File: src/rtl/mw_writeback_stage.sv
// M/W pipeline register and write-back stage of the 5-stage MIPS core: load
// extension, write-back source select, register-file write port, retire counter.
module mw_writeback_stage #(
  parameter int RETIRE_W = 32
) (
  input  logic                clk,
  input  logic                reset,
  input  logic                m_valid,
  input  logic [31:0]         m_pc,
  input  logic                m_reg_we,
  input  logic [4:0]          m_rd,
  input  logic [1:0]          m_wb_sel,
  input  logic [31:0]         m_alu_res,
  input  logic [31:0]         m_mem_rdata,
  input  logic [2:0]          m_load_type,
  input  logic [31:0]         m_hilo,
  output logic [31:0]         grf_pc,
  output logic                grf_we,
  output logic [4:0]          grf_a3,
  output logic [31:0]         grf_wd,
  output logic                w_fwd_valid,
  output logic [RETIRE_W-1:0] retire_count
);

  localparam logic [1:0] WB_ALU  = 2'd0;
  localparam logic [1:0] WB_MEM  = 2'd1;
  localparam logic [1:0] WB_LINK = 2'd2;
  localparam logic [1:0] WB_HILO = 2'd3;

  localparam logic [2:0] LD_B  = 3'd1;
  localparam logic [2:0] LD_BU = 3'd2;
  localparam logic [2:0] LD_H  = 3'd3;
  localparam logic [2:0] LD_HU = 3'd4;

  logic        w_valid;
  logic [31:0] w_pc;
  logic        w_reg_we;
  logic [4:0]  w_rd;
  logic [1:0]  w_wb_sel;
  logic [31:0] w_alu_res;
  logic [31:0] w_mem_rdata;
  logic [2:0]  w_load_type;
  logic [31:0] w_hilo;

  logic [1:0]  off;
  logic [7:0]  ld_byte;
  logic [15:0] ld_half;
  logic [31:0] ld_data;

  // NOTE: sequential state uses non-blocking assignments so every register
  // samples the pre-edge values, independent of process evaluation order.
  always_ff @(posedge clk) begin
    if (reset) begin
      w_valid     <= 1'b0;
      w_pc        <= '0;
      w_reg_we    <= 1'b0;
      w_rd        <= '0;
      w_wb_sel    <= '0;
      w_alu_res   <= '0;
      w_mem_rdata <= '0;
      w_load_type <= '0;
      w_hilo      <= '0;
    end else begin
      w_valid     <= m_valid;
      w_pc        <= m_pc;
      w_reg_we    <= m_reg_we;
      w_rd        <= m_rd;
      w_wb_sel    <= m_wb_sel;
      w_alu_res   <= m_alu_res;
      w_mem_rdata <= m_mem_rdata;
      w_load_type <= m_load_type;
      w_hilo      <= m_hilo;
    end
  end

  // The instruction leaving W is counted; reset drops it uncounted.
  always_ff @(posedge clk) begin
    if (reset)
      retire_count <= '0;
    else if (w_valid)
      retire_count <= retire_count + RETIRE_W'(1);
  end

  assign off = w_alu_res[1:0];

  // NOTE: every output of this block gets a default first, so no path can
  // leave a value unassigned and infer a latch.
  always_comb begin
    ld_byte = 8'h00;
    ld_half = off[1] ? w_mem_rdata[31:16] : w_mem_rdata[15:0];
    ld_data = w_mem_rdata;
    case (off)
      2'd0: ld_byte = w_mem_rdata[7:0];
      2'd1: ld_byte = w_mem_rdata[15:8];
      2'd2: ld_byte = w_mem_rdata[23:16];
      2'd3: ld_byte = w_mem_rdata[31:24];
      default: ld_byte = 8'h00;
    endcase
    case (w_load_type)
      LD_B:    ld_data = {{24{ld_byte[7]}}, ld_byte};
      LD_BU:   ld_data = {24'h0, ld_byte};
      LD_H:    ld_data = {{16{ld_half[15]}}, ld_half};
      LD_HU:   ld_data = {16'h0, ld_half};
      default: ld_data = w_mem_rdata;  // lw and unused encodings
    endcase
  end

  always_comb begin
    grf_wd = w_alu_res;
    case (w_wb_sel)
      WB_ALU:  grf_wd = w_alu_res;
      WB_MEM:  grf_wd = ld_data;
      WB_LINK: grf_wd = w_pc + 32'd8;
      WB_HILO: grf_wd = w_hilo;
      default: grf_wd = w_alu_res;
    endcase
  end

  assign grf_we      = w_valid & w_reg_we & (w_rd != 5'd0);
  assign grf_a3      = w_rd;
  assign grf_pc      = w_pc;
  assign w_fwd_valid = grf_we;

endmodule
File: config.mk
export PLATFORM = sky130hd
export DESIGN_NAME = mw_writeback_stage
export DESIGN_NICKNAME = d
export VERILOG_FILES = /design/src/rtl/mw_writeback_stage.sv
export SDC_FILE = /design/constraint.sdc
export NUM_CORES = 1
export LEC_CHECK = 0
export CAP_MARGIN = 20
export CORE_UTILIZATION = 46
export DETAILED_ROUTE_END_ITERATION = 10
export PLACE_DENSITY = 0.81
export SETUP_SLACK_MARGIN = 0.02
export SLEW_MARGIN = 25
export SYNTH_ARGS = -nofsm -noshare
export SYNTH_HDL_FRONTEND = slang
export SYNTH_SLANG_ARGS = --single-unit
File: constraint.sdc
create_clock -name clk -period 3.3 [get_ports clk]
set_input_delay 0.66 -clock clk [delete_from_list [all_inputs] [get_ports clk]]
set_output_delay 0.66 -clock clk [all_outputs]
set_load 0.05 [all_outputs]
# [After elaboration in Yosys (flattened, before gate mapping)]
# Cells that the tools add are included.
# Widths: inputs -> output; s select.
[op_classes] add_sub_neg=2 eq_ne=10 n_mux=4 bitwise_logic=2 reduce_logical=3
[op_table] cell="$pmux 32 s4" count=2
[op_table] cell="$add 32x1->32 const B" count=1
[op_table] cell="$add 32x4->32 const B" count=1
[op_table] cell="$pmux 8 s4" count=1
[op_table] cell="$mux 16" count=1
[op_table] cell="$eq 2x2->1 const B" count=4
[op_table] cell="$eq 3x2->1 const B" count=2
[op_table] cell="$reduce_bool 5->1" count=1
[op_table] cell="$eq 2x1->1 const B" count=2
[op_table] cell="$logic_not 2->1" count=2
[op_table] cell="$eq 3x1->1 const B" count=1
[op_table] cell="$eq 3x3->1 const B" count=1
[op_table] cell="$and 1x1->1" count=2
[totals] register_bits=172 in_bits=142 word_cells=31

# [Logic depth before layout (Yosys ltp)]
[depth] word_depth=4 depth_mapped=7 mapped_depth_nobuf=6

# [Least setup slack after synthesis]
# Ideal clock, no wire load.
[synth_path] path_kind="register to output" start="reg w_pc[5], in the netlist grf_pc[5]" end="out grf_wd[28]" arrival_ps=3031 required_ps=2640 slack_ps=-391 stages_incl_launch_ff=7 path_buffers=1 cell_sequence="dfxtp_1 -> nand4_4 -> or4b_1 -> buf_2 -> nor3_1 -> xnor2_1 -> o21ai_0"
[synth_via] elab_chain_len=2
[synth_lines] item="start: declaration" line_no="36" text="logic [31:0] w_pc;"
[synth_lines] item="start signal: assignment" line_no="65" text="w_pc <= m_pc;"
[synth_lines] item="$add 32x4->32" line_no="113" text="WB_LINK: grf_wd = w_pc + 32'd8;"
[synth_lines] item="$pmux 32 s4" line_no="110" text="case (w_wb_sel)"
[synth_lines] item="end: declaration" line_no="20" text="output logic [31:0] grf_wd,"
# No other way between the ends.

# [Final worst setup path]
[layout_path] start="reg w_pc[15], in the netlist grf_pc[15]" end="out grf_wd[22]"
# Same word-level chain as after synthesis.

==> results_dict.tcl <==
set metrics [dict create \
    cp.required_ns 2.64 \
    gp_routability_congestion 0.983 \
    cts-buffers-inserted 17 \
    boundaryPins 245 \
    grt_max_degree 77 \
    worstSetupPathType "flip-flop to output pin" \
    power.leakage_nw 4.08 \
    grt_overflow 0 \
    antenna_found_initial 0 \
    first_global_vias 6431 \
    vias_per_cell 5.30 \
    routed_wl_um 22700 \
    status "finished clean" \
    synth_top_family_by_area "simple AND/OR/NAND/NOR gates" \
    crit_arrival_ns 2.59 \
    finalSetupViolations 0 \
    area_growth_pct 50.1 \
    coreArea_um2 15300 \
    rrSetupSlack_ns 1.33 \
    hold_buffers 0 \
    hpwl_um 16700 \
    use_met2 0.467 \
    synth.distinct_cells 57 \
    clkLatencyLatePin_ns 0.42 \
    power_density_nw_per_um2 484 \
    fin_cells 1264 \
    mostFrequentLayoutCell "clkdlybuf4s50_1" \
    antenna_cells 0 \
    cp_top_family "simple AND/OR/NAND/NOR gates" \
    critPathMaxStageDelay_ns 0.51 \
    htreeDepth 4 \
    ys_seq_area_frac 0.473 \
    place_area_um2 10200 \
    top_usage_layer "met2" \
    synth_seq_cells 172 \
    drtAntennaViolNets 0 \
    synth_edf_count 0 \
    max_freq_mhz 308 \
    num_vias 6702 \
    clock_path_buffers 2 \
    final.setup.tns_ns 0 \
    period_needed_ns 3.25 \
    synth_area_um2 7280 \
    final.period_utilization 0.984 \
    drv_cap 0 \
    num_rows 45 \
    final_area_um2 10900 \
    die_h_um 128 \
    critPathBufInv 1 \
    cpMaxStageDelayCell "or4_1" \
    layout_common_cells "clkdlybuf4s50_1, dfxtp_1, nor2b_1" \
    syn_nets 944 \
    syn_inst 800 \
    slew_violations 0 \
    seq_area_um2 3470 \
    die_w_um 128 \
    use_met3 0.0893 \
    drt_first_pass_iters 5 \
    cts_num_sinks 172 \
    root_buffer "clkbuf_16" \
    synth_compound_area_frac 0.104 \
    multi_input_area_um2 3690 \
    initial_utilization 0.476 \
    ys_warn_count 0 \
    syn_area_per_cell_um2 9.10 \
    place_inst 1229 \
    grt_use_met1 0.340 \
    ys.flop_type "dfxtp_1" \
    worst_pin_slew_ns 1.01 \
    drive_above_1_share 0.132 \
    grt_pass1_wl_um 34500 \
    cts_tree "yes" \
    track_usage 0.280 \
    synthAdderAreaFrac 0.00344 \
    hold_viol_final 0 \
    io_buffers 244 \
    rsz0062_at_grt "true" \
    synth-xor-area-share 0.0565 \
    fill_cells 1177 \
    startpoint_type "flip-flop" \
    synthMuxAreaShare 0.0369 \
    worstPathCellList "and4_4 -> or4b_4 -> or4_1 -> a311o_1 -> nand3_2 -> buf_12" \
    wire_per_inst_um 17.9 \
    synth-simple-area-share 0.297 \
    final_net_count 1185 \
    crit_path_max_fanout 4 \
    die_area_um2 16300 \
    final.setup_skew_ns 0.00530 \
    async_flop_share 0 \
    end_kind "output pin" \
    ir_drop_v 0.000397 \
    drtIter0Drc 598 \
    drc 0 \
    hp-class "flip-flop to flip-flop" \
    total_power_mw 5.29 \
    maxSlewHeadroom 0.323 \
    clk_pin_slew_ns 0.06 \
]
[Yosys cell counts, drive strengths merged (15+ instances only)]
library cell | instances | area share
nor2b | 147 | 0.13
nand2 | 42 | 0.022
nor4 | 17 | 0.015
a21oi | 15 | 0.010
xor2 | 22 | 0.026
dfxtp | 172 | 0.47
o21ai | 26 | 0.018
nand4 | 18 | 0.018
xnor2 | 25 | 0.030
nor2 | 77 | 0.040
a22oi | 15 | 0.015
clkbuf | 37 | 0.019
nand3 | 28 | 0.020
[state kept, by name (all words and copies together), names as in the netlist, 2 cells and up]
signal        cells
retire_count     32
w_hilo           32
grf_pc           32
w_wb_sel          2
w_alu_res        32
grf_a3            5
w_mem_rdata      32
w_load_type       3
[area by class of cell]
cell class                      count  share of cell area
Multi-Input combinational cell    574               0.337
Sequential cell                   172               0.318
Timing Repair Buffer              269               0.263
Clock buffer                       20              0.0427
Tap cell                          211              0.0241
Clock inverter                     11              0.0130
Inverter                            7             0.00240
[through the flow]
stage | utilization | worst slack [ns] | hold WS (ns)
2_1_floorplan | - | 0.0491 | 0.665
3_3_place_gp | 0.668 | 0.327 | 0.490
3_5_place_dp | 0.668 | 0.300 | 0.489
4_1_cts | 0.711 | 0.0332 | 0.503
5_1_grt | 0.714 | -0.0306 | 0.557
6_report | 0.714 | 0.0513 | 0.502
[worst reg2reg max path: stages, from the launching register on]
cell      delay (ns)
dfxtp_1         0.42
and4_1          0.31
and4bb_2        0.30
nand2_1         0.11
or4_1           0.43
mux2_2          0.29
[report_power, final]
part	total, mW	switching, mW	internal [mW]	leakage (nW)
sequential	2.25	0.0801	2.17	1.43
clock	2.04	0.796	1.24	0.298
combinational	1.00	0.524	0.479	2.35
[per-layer routing]
metal  wire, µm  vias to the layer above
li1           -                     3251
met1       9240                     3124
met2      10800                      292
met3       2050                       35
met4        561                        0
met5          0                        -
[final timing paths]
| path | startpoint | endpoint | depth (start not counted) |
|---|---|---|---|
| min | retire_count[10]$_SDFFE_PP0P_ | retire_count[10]$_SDFFE_PP0P_ | 2 |
| max | grf_pc[15]$_SDFF_PP0_ | grf_wd[22] | 6 |
| max reg2reg | retire_count[7]$_SDFFE_PP0P_ | retire_count[30]$_SDFFE_PP0P_ | 5 |
| min reg2reg | retire_count[10]$_SDFFE_PP0P_ | retire_count[10]$_SDFFE_PP0P_ | 2 |
[kinds of logic after synthesis]
group,Yosys count
and+or+nand+nor,389
DFF,172
AOI/OAI and AO/OA,112
buffers and inverters,54
xor gates and xnor gates,47
muxes,24
adders and majority gates,2
[timing repair]
item / in CTS / in global routing
buffers inserted: 3 / 1
gates resized for setup: 7 / 9
pin swaps: 3 / 3
setup endpoints to repair: 2 / 13
hold endpoints to repair: 0 / 0
Note: power is estimated with default switching activity, not from simulation.
